$ cat src/rtl/imem_loader_pkg.sv
// Shared definitions for the instruction-memory loader: FSM state encoding
// and word geometry.
package imem_loader_pkg;

   typedef enum logic [2:0] {
      ST_RECV  = 3'd0,
      ST_WRITE = 3'd1,
      ST_CHECK = 3'd2,
      ST_DONE  = 3'd3,
      ST_ERR   = 3'd4
   } state_e;

   localparam int BYTES_PER_WORD = 4;
   localparam int BCNT_W         = 2;

endpackage

$ cat src/rtl/imem_loader_byte_packer.sv
// Collects four accepted bytes into one little-endian 32-bit word and flags
// the byte that completes it.
module imem_loader_byte_packer
   import imem_loader_pkg::*;
(
   input  logic        clk,
   input  logic        rst,
   input  logic        clear,
   input  logic        accept,
   input  logic [7:0]  byte_in,
   output logic        word_ready,
   output logic [31:0] word
);

   logic [BCNT_W-1:0] bcnt_q, bcnt_d;
   logic [31:0]       asm_q, asm_d;

   always_comb begin
      bcnt_d     = bcnt_q;
      asm_d      = asm_q;
      word_ready = 1'b0;
      if (clear) begin
         bcnt_d = '0;
         asm_d  = '0;
      end else if (accept) begin
         for (int k = 0; k < BYTES_PER_WORD; k++) begin
            if (bcnt_q == BCNT_W'(k)) asm_d[8*k +: 8] = byte_in;
         end
         // The counter wraps to zero on the fourth byte, ready for the next word.
         bcnt_d     = bcnt_q + BCNT_W'(1);
         word_ready = (bcnt_q == BCNT_W'(BYTES_PER_WORD - 1));
      end
      word = asm_d;
   end

   always_ff @(posedge clk) begin
      if (rst) begin
         bcnt_q <= '0;
         asm_q  <= '0;
      end else begin
         bcnt_q <= bcnt_d;
         asm_q  <= asm_d;
      end
   end

endmodule

$ cat src/rtl/imem_loader.sv
// Loads a program image from a byte stream into instruction memory, verifies
// its XOR checksum and releases the pipeline reset once the image is good.
module imem_loader
   import imem_loader_pkg::*;
#(
   parameter int ADDR_W    = 5,
   parameter int NUM_WORDS = 32
) (
   input  logic              clk,
   input  logic              rst,
   input  logic              start,
   input  logic [7:0]        byte_in,
   input  logic              byte_valid,
   output logic              byte_ready,
   output logic              imem_we,
   output logic [ADDR_W-1:0] imem_addr,
   output logic [31:0]       imem_wdata,
   output logic              cpu_rst,
   output logic              busy,
   output logic              done,
   output logic              err
);

   state_e            state_q, state_d;
   logic [ADDR_W-1:0] word_idx_q, word_idx_d;
   logic [7:0]        csum_q, csum_d;
   logic [ADDR_W-1:0] addr_q, addr_d;
   logic [31:0]       wdata_q, wdata_d;

   logic        accept;
   logic        pack_accept;
   logic        restart;
   logic        word_ready;
   logic [31:0] word;

   // Every output is a decode of registered state, so byte_ready never
   // depends combinationally on byte_valid.
   assign byte_ready = (state_q == ST_RECV) || (state_q == ST_CHECK);
   assign imem_we    = (state_q == ST_WRITE);
   assign imem_addr  = addr_q;
   assign imem_wdata = wdata_q;
   assign cpu_rst    = (state_q != ST_DONE);
   assign busy       = (state_q == ST_RECV) || (state_q == ST_WRITE) || (state_q == ST_CHECK);
   assign done       = (state_q == ST_DONE);
   assign err        = (state_q == ST_ERR);

   assign accept      = byte_valid && byte_ready;
   assign pack_accept = accept && (state_q == ST_RECV);
   assign restart     = start && ((state_q == ST_DONE) || (state_q == ST_ERR));

   imem_loader_byte_packer u_packer (
      .clk        (clk),
      .rst        (rst),
      .clear      (restart),
      .accept     (pack_accept),
      .byte_in    (byte_in),
      .word_ready (word_ready),
      .word       (word)
   );

   always_comb begin
      state_d    = state_q;
      word_idx_d = word_idx_q;
      csum_d     = csum_q;
      addr_d     = addr_q;
      wdata_d    = wdata_q;
      case (state_q)
         ST_RECV: begin
            if (pack_accept) begin
               csum_d = csum_q ^ byte_in;
               // Capture address and data once so they hold steady after the strobe.
               if (word_ready) begin
                  state_d = ST_WRITE;
                  addr_d  = word_idx_q;
                  wdata_d = word;
               end
            end
         end
         ST_WRITE: begin
            word_idx_d = word_idx_q + ADDR_W'(1);
            state_d    = (word_idx_q == ADDR_W'(NUM_WORDS - 1)) ? ST_CHECK : ST_RECV;
         end
         ST_CHECK: begin
            if (accept) state_d = (byte_in == csum_q) ? ST_DONE : ST_ERR;
         end
         ST_DONE, ST_ERR: begin
            if (restart) begin
               state_d    = ST_RECV;
               word_idx_d = '0;
               csum_d     = '0;
            end
         end
         default: state_d = ST_RECV;
      endcase
   end

   always_ff @(posedge clk) begin
      if (rst) begin
         state_q    <= ST_RECV;
         word_idx_q <= '0;
         csum_q     <= '0;
         addr_q     <= '0;
         wdata_q    <= '0;
      end else begin
         state_q    <= state_d;
         word_idx_q <= word_idx_d;
         csum_q     <= csum_d;
         addr_q     <= addr_d;
         wdata_q    <= wdata_d;
      end
   end

endmodule

$ cat config.mk
export PLATFORM = sky130hd
export DESIGN_NAME = imem_loader
export DESIGN_NICKNAME = d
export VERILOG_FILES = /design/src/rtl/imem_loader_pkg.sv /design/src/rtl/imem_loader_byte_packer.sv /design/src/rtl/imem_loader.sv
export SDC_FILE = /design/constraint.sdc
export NUM_CORES = 1
export LEC_CHECK = 0
export CAP_MARGIN = 20
export CORE_MARGIN = 3
export CORE_UTILIZATION = 35
export DETAILED_ROUTE_END_ITERATION = 8
export MAX_ROUTING_LAYER = met4
export PLACE_DENSITY = 0.62
export SETUP_SLACK_MARGIN = 0.02
export SLEW_MARGIN = 20
export SYNTH_ARGS = -nofsm -noshare
export SYNTH_HDL_FRONTEND = slang
export SYNTH_SLANG_ARGS = --single-unit
$ cat constraint.sdc
create_clock -name clk -period 1.5 [get_ports clk]
set_input_delay 0.3 -clock clk [delete_from_list [all_inputs] [get_ports clk]]
set_output_delay 0.3 -clock clk [all_outputs]
set_load 0.01 [all_outputs]
== Word level (Yosys, flattened, before mapping) ==
Index checks and enable logic that the tools add are counted.

* Register bits after elaboration: 87
* Input port bits: 12
* Output and inout bits: 43
* Logic and storage cells: 61

* Add/subtract/negate cells: 2
* Equality and inequality tests: 14
* Muxes and demuxes: 20
* Bitwise logic cells: 1
* Reduce and logical (&&, ||, !) cells: 17

{| class="wikitable"
|+ Operator list
! operator !! number
|-
| $mux W32 || 2
|-
| $mux W8 || 6
|-
| $pmux W8 S2 || 1
|-
| $mux W3 || 5
|-
| $pmux W3 S4 || 1
|-
| $pmux W5 S2 || 1
|-
| $eq A8 B8 Y1 || 1
|-
| $xor A8 B8 Y8 || 1
|-
| $eq A3 B2 Y1 const B || 2
|-
| $ne A2 B2 Y1 const B || 3
|-
| $reduce_and A3 Y1 || 2
|-
| $add A5 B1 Y5 const B || 1
|-
| $eq A5 B5 Y1 const B || 1
|-
| $mux W5 || 1
|-
| $eq A2 B2 Y1 const B || 2
|-
| $logic_or A1 B1 Y1 || 4
|-
| $reduce_and A4 Y1 || 1
|-
| $reduce_bool A2 Y1 || 2
|-
| $reduce_or A2 Y1 || 2
|-
| $eq A3 B1 Y1 const B || 1
|-
| $eq A3 B3 Y1 const B || 1
|-
| $logic_and A1 B1 Y1 || 3
|-
| $logic_not A3 Y1 || 1
|-
| $ne A3 B2 Y1 const B || 1
|-
| 7 further kinds || 8
|}

== Depth between registers and ports, before layout ==
* Depth in word-level cells: 9
* Mapped depth: 8
* Gate-level depth less buffers: 7

== Hierarchy ==
Synthesis repeated with hierarchy kept, for this count alone.

* Cell total of the unflattened synthesis: 470
* Area total of the unflattened synthesis: 3987.6 sq um

{| class="wikitable"
|+ By module, submodules not included
! module !! instances !! cells each !! area each (sq um) !! seq. area each (sq um)
|-
| imem_loader || 1 || 272 || 2158.3 || 1061.0
|-
| imem_loader_byte_packer || 1 || 198 || 1829.3 || 680.7
|}

== Worst setup path before layout ==
OpenSTA, ideal clock, no wires.

* Path kind: reg-to-reg
* Start point: register u_packer.bcnt_q[0]
* End point: register wdata_q[7], in the netlist imem_wdata[7]
* Library setup time: 0.145 ns
* Arrival time: 1.367 ns
* Data required time: 1.355 ns
* Setup slack: -0.011 ns
* Cell stages (with the launch flop): 7
* Buffers on the path: 2
* Clock period less this slack: 1.511 ns
* Cell sequence: dfxtp_1 -> inv_1 -> ha_1 -> buf_2 -> clkbuf_1 -> mux2i_1 -> a211oi_2

* Word-level cells in the longest chain between the ends: 4
* Elaborated cells between the ends (all ways): 8
* Those cells by class: eq/ne: 1; mux: 5; reduce/logical: 2

{| class="wikitable"
|+ RTL lines
! element !! line !! text
|-
| start: declaration || imem_loader_byte_packer.sv:15 || <nowiki>logic [BCNT_W-1:0] bcnt_q, bcnt_d;</nowiki>
|-
| start signal: assignment || imem_loader_byte_packer.sv:41 || <nowiki>bcnt_q <= bcnt_d;</nowiki>
|-
| $eq A2 B2 Y1 / $logic_not A2 Y1 (equally long branches) || imem_loader_byte_packer.sv:31, imem_loader_byte_packer.sv:27 ||
|-
| $mux W1 / $mux W8 (equally long branches) || imem_loader_byte_packer.sv:25, imem_loader_byte_packer.sv:27 ||
|-
| $mux W1 / $mux W32 (equally long branches) || imem_loader_byte_packer.sv:22, imem_loader_byte_packer.sv:25 ||
|-
| $reduce_and A3 Y1 (no line) / $mux W32 (equally long branches) || n/a ||
|-
| end signal: assignment || imem_loader.sv:109 || <nowiki>wdata_q <= wdata_d;</nowiki>
|-
| end: declaration || imem_loader.sv:28 || <nowiki>logic [31:0] wdata_q, wdata_d;</nowiki>
|}

Parallel ways exist; a longest one is shown, timed or not.
A chain may end at the register's enable or synchronous reset.

== Worst setup path after layout ==
* Start point: register state_q[2]
* End point: register csum_q[4]

* Word-level cells in the longest chain between the ends: 6
* Elaborated cells between the ends (all ways): 15
* Those cells by class: eq/ne: 5; mux: 1; reduce/logical: 9

{| class="wikitable"
|+ RTL lines
! element !! line !! text
|-
| start: declaration || imem_loader.sv:24 || <nowiki>state_e state_q, state_d;</nowiki>
|-
| start signal: assignment || imem_loader.sv:105 || <nowiki>state_q <= state_d;</nowiki>
|-
| $eq A3 B2 Y1 / $logic_not A3 Y1 (equally long branches) || imem_loader.sv:38, imem_loader.sv:48, imem_loader.sv:67 ||
|-
| $logic_or A1 B1 Y1 || imem_loader.sv:38 || <nowiki>assign byte_ready = (state_q == ST_RECV) || (state_q == ST_CHECK);</nowiki>
|-
| $logic_and A1 B1 Y1 || imem_loader.sv:47 || <nowiki>assign accept = byte_valid && byte_ready;</nowiki>
|-
| $logic_and A1 B1 Y1 || imem_loader.sv:48 || <nowiki>assign pack_accept = accept && (state_q == ST_RECV);</nowiki>
|-
| $ne A2 B2 Y1 (no line) || n/a ||
|-
| $reduce_and A3 Y1 (no line) || n/a ||
|-
| end signal: assignment || imem_loader.sv:107 || <nowiki>csum_q <= csum_d;</nowiki>
|-
| end: declaration || imem_loader.sv:26 || <nowiki>logic [7:0] csum_q, csum_d;</nowiki>
|}

Parallel ways exist; a longest one is shown, timed or not.

==> summary.md <==
| Metric | Value |
|---|---|
| Status | `complete, but fails checks` |
| Failing checks | `setup timing` |
| Final net count | `~500` |
| Netlist cell types | `38` |
| Main synth FF type | `dfxtp_1` |
| Tcrit/Tclk final | `107%` |
| Mean post-synth cell area | `9.06 sq um` |
| Total of max-cap violations | `0` |
| Final WS setup | `-0.106 ns` |
| Cts hold-fix bufs | `0` |
| Warnings, synthesis | `0` |
| Initial core utilization | `36.4%` |
| Largest net degree at the start of global routing | `32` |
| Clk_lat worst skew | `0.35 ns` |
| Layout cell share with drive strength beyond 1 | `34.0%` |
| Final Setup Violations | `72` |
| Syn Nets | `414` |
| Hold Slack | `approximately 0.25 ns` |
| Clock skew | `0.0157 ns` |
| Worst setup path startpoint | `state_q[2]$_SDFFE_PP0P_` |
| Post-route cell area | `5160 sq um` |
| Synth top area share | `between 40% and 50%` |
| Vias per cell | `5.04` |
| Vias | `3,132` |
| Crit path DAT | `approximately 1.9 ns` |
| Area growth syn-to-layout | `43.9%` |
| # rows | `36` |
| Yosys top cell by area | `dfxtp_1` |
| Core footprint | `9860 sq um` |
| Grt ovf | `0` |
| DRC viols | `0` |
| Die Span Y | `107 um` |
| Seq/Total Area, Yosys | `44.1%` |
| Clock-pin slew on the worst setup and hold paths | `0.08 ns` |
| Dpl hpwl | `5890 um` |
| FF-to-FF setup slack | `-0.11 ns` |
| Synth Instances | `roughly 400` |
| Synth top area cells | `dfxtp_1 (44%), a211oi_2 (7.7%), mux2i_1 (7.0%), a21oi_1 (6.3%), nand2_1 (6.1%)` |
| Yosys reg bits | `79` |
| Worst r2r dst | `csum_q[4]$_SDFFE_PP0P_` |
| Power per Cell Area | `861 nW/um^2` |
| CTS tree | `built` |
| Fin. Hold Viols | `0` |
| Crit path max fanout | `8` |
| Global-route wire length before repair | `15,300 um` |
| Fmax | `0.623 GHz` |
| Slew HR | `72.6%` |
| Root Buffer | `clkbuf_8` |
| Worst-Margin Slew | `0.411 ns` |
| Peak supply drop | `0.000476 V` |
| DP Cell Count | `585` |
| Reg-to-Reg Start | `state_q[2]$_SDFFE_PP0P_` |
| WS Path Type | `reg2reg` |
| 1st-iter DRT viols | `about 140` |
| Hold Path Class | `in2reg` |
| Detailed Routing Iterations Pass 1 | `4` |
| Die area | `11,500 sq um` |
| Global Route Usage Sum | `17.2%` |
| Final Core Density | `a little over half` |
| Crit end category | `flip-flop` |
| Setup Total Neg Slack | `-3.17 ns` |
| # IOs | `55` |
| P_leak | `2.14 nW` |
| Worst setup path endpoint | `csum_q[4]$_SDFFE_PP0P_` |
| Startpoint class of the critical path | `flip-flop` |
| Global placer's final weighted congestion | `0.785` |
| CP Data Required Time | `between 1.5 and 2 ns` |
| Final std cells w/o fill | `621` |
| Clk sinks | `79` |
| Drt wl/cell | `15.9 um` |
| Synth Cell Area | `3590 sq um` |
| Reg2Reg Depth | `7` |
| Initial antenna violation count | `0` |
| Antenna Nets Post-Route | `0` |
| Post-synth EDFFs | `0` |
| Final antenna diode count | `0` |
| Port Buf Inserts | `54` |
| Vias in the first global route | `3,107` |
| Die width | `107 um` |
| CTS max path bufs | `2` |
| RSZ-0062 raised after global routing | `true` |
| Min Tclk post-route | `~1.6 ns` |
| Placed inst area | `between 4000 and 5000 sq um` |
| H-tree levels | `3` |
| Num CTS Buffers | `9` |
| Slew Limit Fails | `0` |
| Async S/R FF share, synth | `0%` |
| Post-Route WL | `9840 um` |
==> metrics by stage <==
stage,setup WS [ns],power [mW]
global route,-0.183,4.64
floorplan,0.0562,2.63
CTS,-0.0910,4.43
global placement,-0.396,2.82
detailed placement,-0.452,2.84
finish,-0.106,4.45
==> state kept, by name (all words and copies together), names as in the netlist <==
register,cells
u_packer.bcnt_q,2
imem_wdata,32
imem_addr,5
state_q,3
u_packer.asm_q,24
csum_q,8
word_idx_q,5
==> worst max-delay path, cell delays in order (launching register included) <==
cell      delay [ns]
dfxtp_2         0.34
buf_6           0.12
nor4b_4         0.32
buf_4           0.19
buf_8           0.15
buf_12          0.13
nand2b_1        0.07
a311oi_2        0.21
==> placed cells by master (no fill, tap or decap), types with 8 or more instances in the layout <==
cell type / count
dlygate4sd2_1: 37
buf_4: 34
buf_6: 18
nor2_2: 12
a21oi_1: 38
nand2b_1: 8
nand3_1: 29
xor2_1: 10
clkdlybuf4s50_1: 8
a21oi_2: 12
a211oi_2: 22
nor2_1: 11
nor2_4: 10
clkbuf_8: 9
dfxtp_1: 76
nand2_1: 52
mux2i_1: 25
==> how the worst min path moves through the flow <==
stage	depth (start not counted)	start	slack, ns	end
after global placement	2	u_packer.asm_q[12]$_SDFF_PP0_	0.44	u_packer.asm_q[12]$_SDFF_PP0_
after detailed placement	2	imem_addr[4]$_SDFFE_PP0P_	0.45	imem_addr[4]$_SDFFE_PP0P_
after floorplan	2	u_packer.asm_q[0]$_SDFF_PP0_	0.43	u_packer.asm_q[0]$_SDFF_PP0_
after CTS	2	rst	0.22	state_q[1]$_SDFFE_PP0P_
final	2	rst	0.25	state_q[1]$_SDFFE_PP0P_
after global routing	2	rst	0.25	state_q[1]$_SDFFE_PP0P_
==> report_power, final <==
part	internal (mW)	total (mW)	switching (mW)
logic	0.308	0.677	0.369
registers	2.16	2.21	0.0478
clock network	0.772	1.56	0.789
==> routing by layer <==
| metal | vias up | part of all wire, % | GRT usage (%) |
|---|---|---|---|
| met2 | 54 | 50 | 28.4 |
| met4 | 0 | 0.60 | 3.29 |
| met5 | - | 0 | - |
| met1 | 1533 | 46 | 21.7 |
| met3 | 6 | 3.3 | 3.97 |
| li1 | 1539 | - | - |
==> synthesized netlist by cell type, types with 5 or more instances <==
cell / n
nand3_1: 29
nand2_1: 58
buf_4: 7
nor2_1: 32
a311oi_1: 7
buf_6: 5
a211oi_2: 22
clkbuf_1: 19
a21oi_2: 6
buf_2: 9
ha_1: 6
xor2_1: 10
mux2i_1: 25
dfxtp_1: 79
a21oi_1: 45
nand2b_1: 9
==> what timing repair did <==
| action | 4_1_cts | 5_1_grt |
|---|---|---|
| endpoints found under the hold margin | 0 | 0 |
| endpoints found under the setup margin | 116 | 80 |
| pin swaps | 12 | 29 |
| gates cloned | 6 | 3 |
| gates resized for setup | 93 | 62 |
| setup buffers | 9 | 3 |
==> cell families after synthesis <==
family / Yosys count / synth area share [%]
and+or+nand+nor: 142 / 18.5
AOI/OAI and AO/OA: 87 / 18.8
adders and majority gates: 6 / 2.09
muxes: 25 / 6.98
buffers and inverters: 46 / 6.91
xor gates and xnor gates: 11 / 2.69
DFF: 79 / 44.1
==> layout make-up <==
cell class | count | area [sq um]
clock inverter | 5 | 56.3
clock buffer | 11 | 131
sequential | 79 | 1590
timing repair buffer | 116 | 1200
fill | 907 | 4700
inverter | 6 | 25.0
tap | 133 | 166
multi-input combinational | 271 | 1990
(Power assumes the default switching activity.)
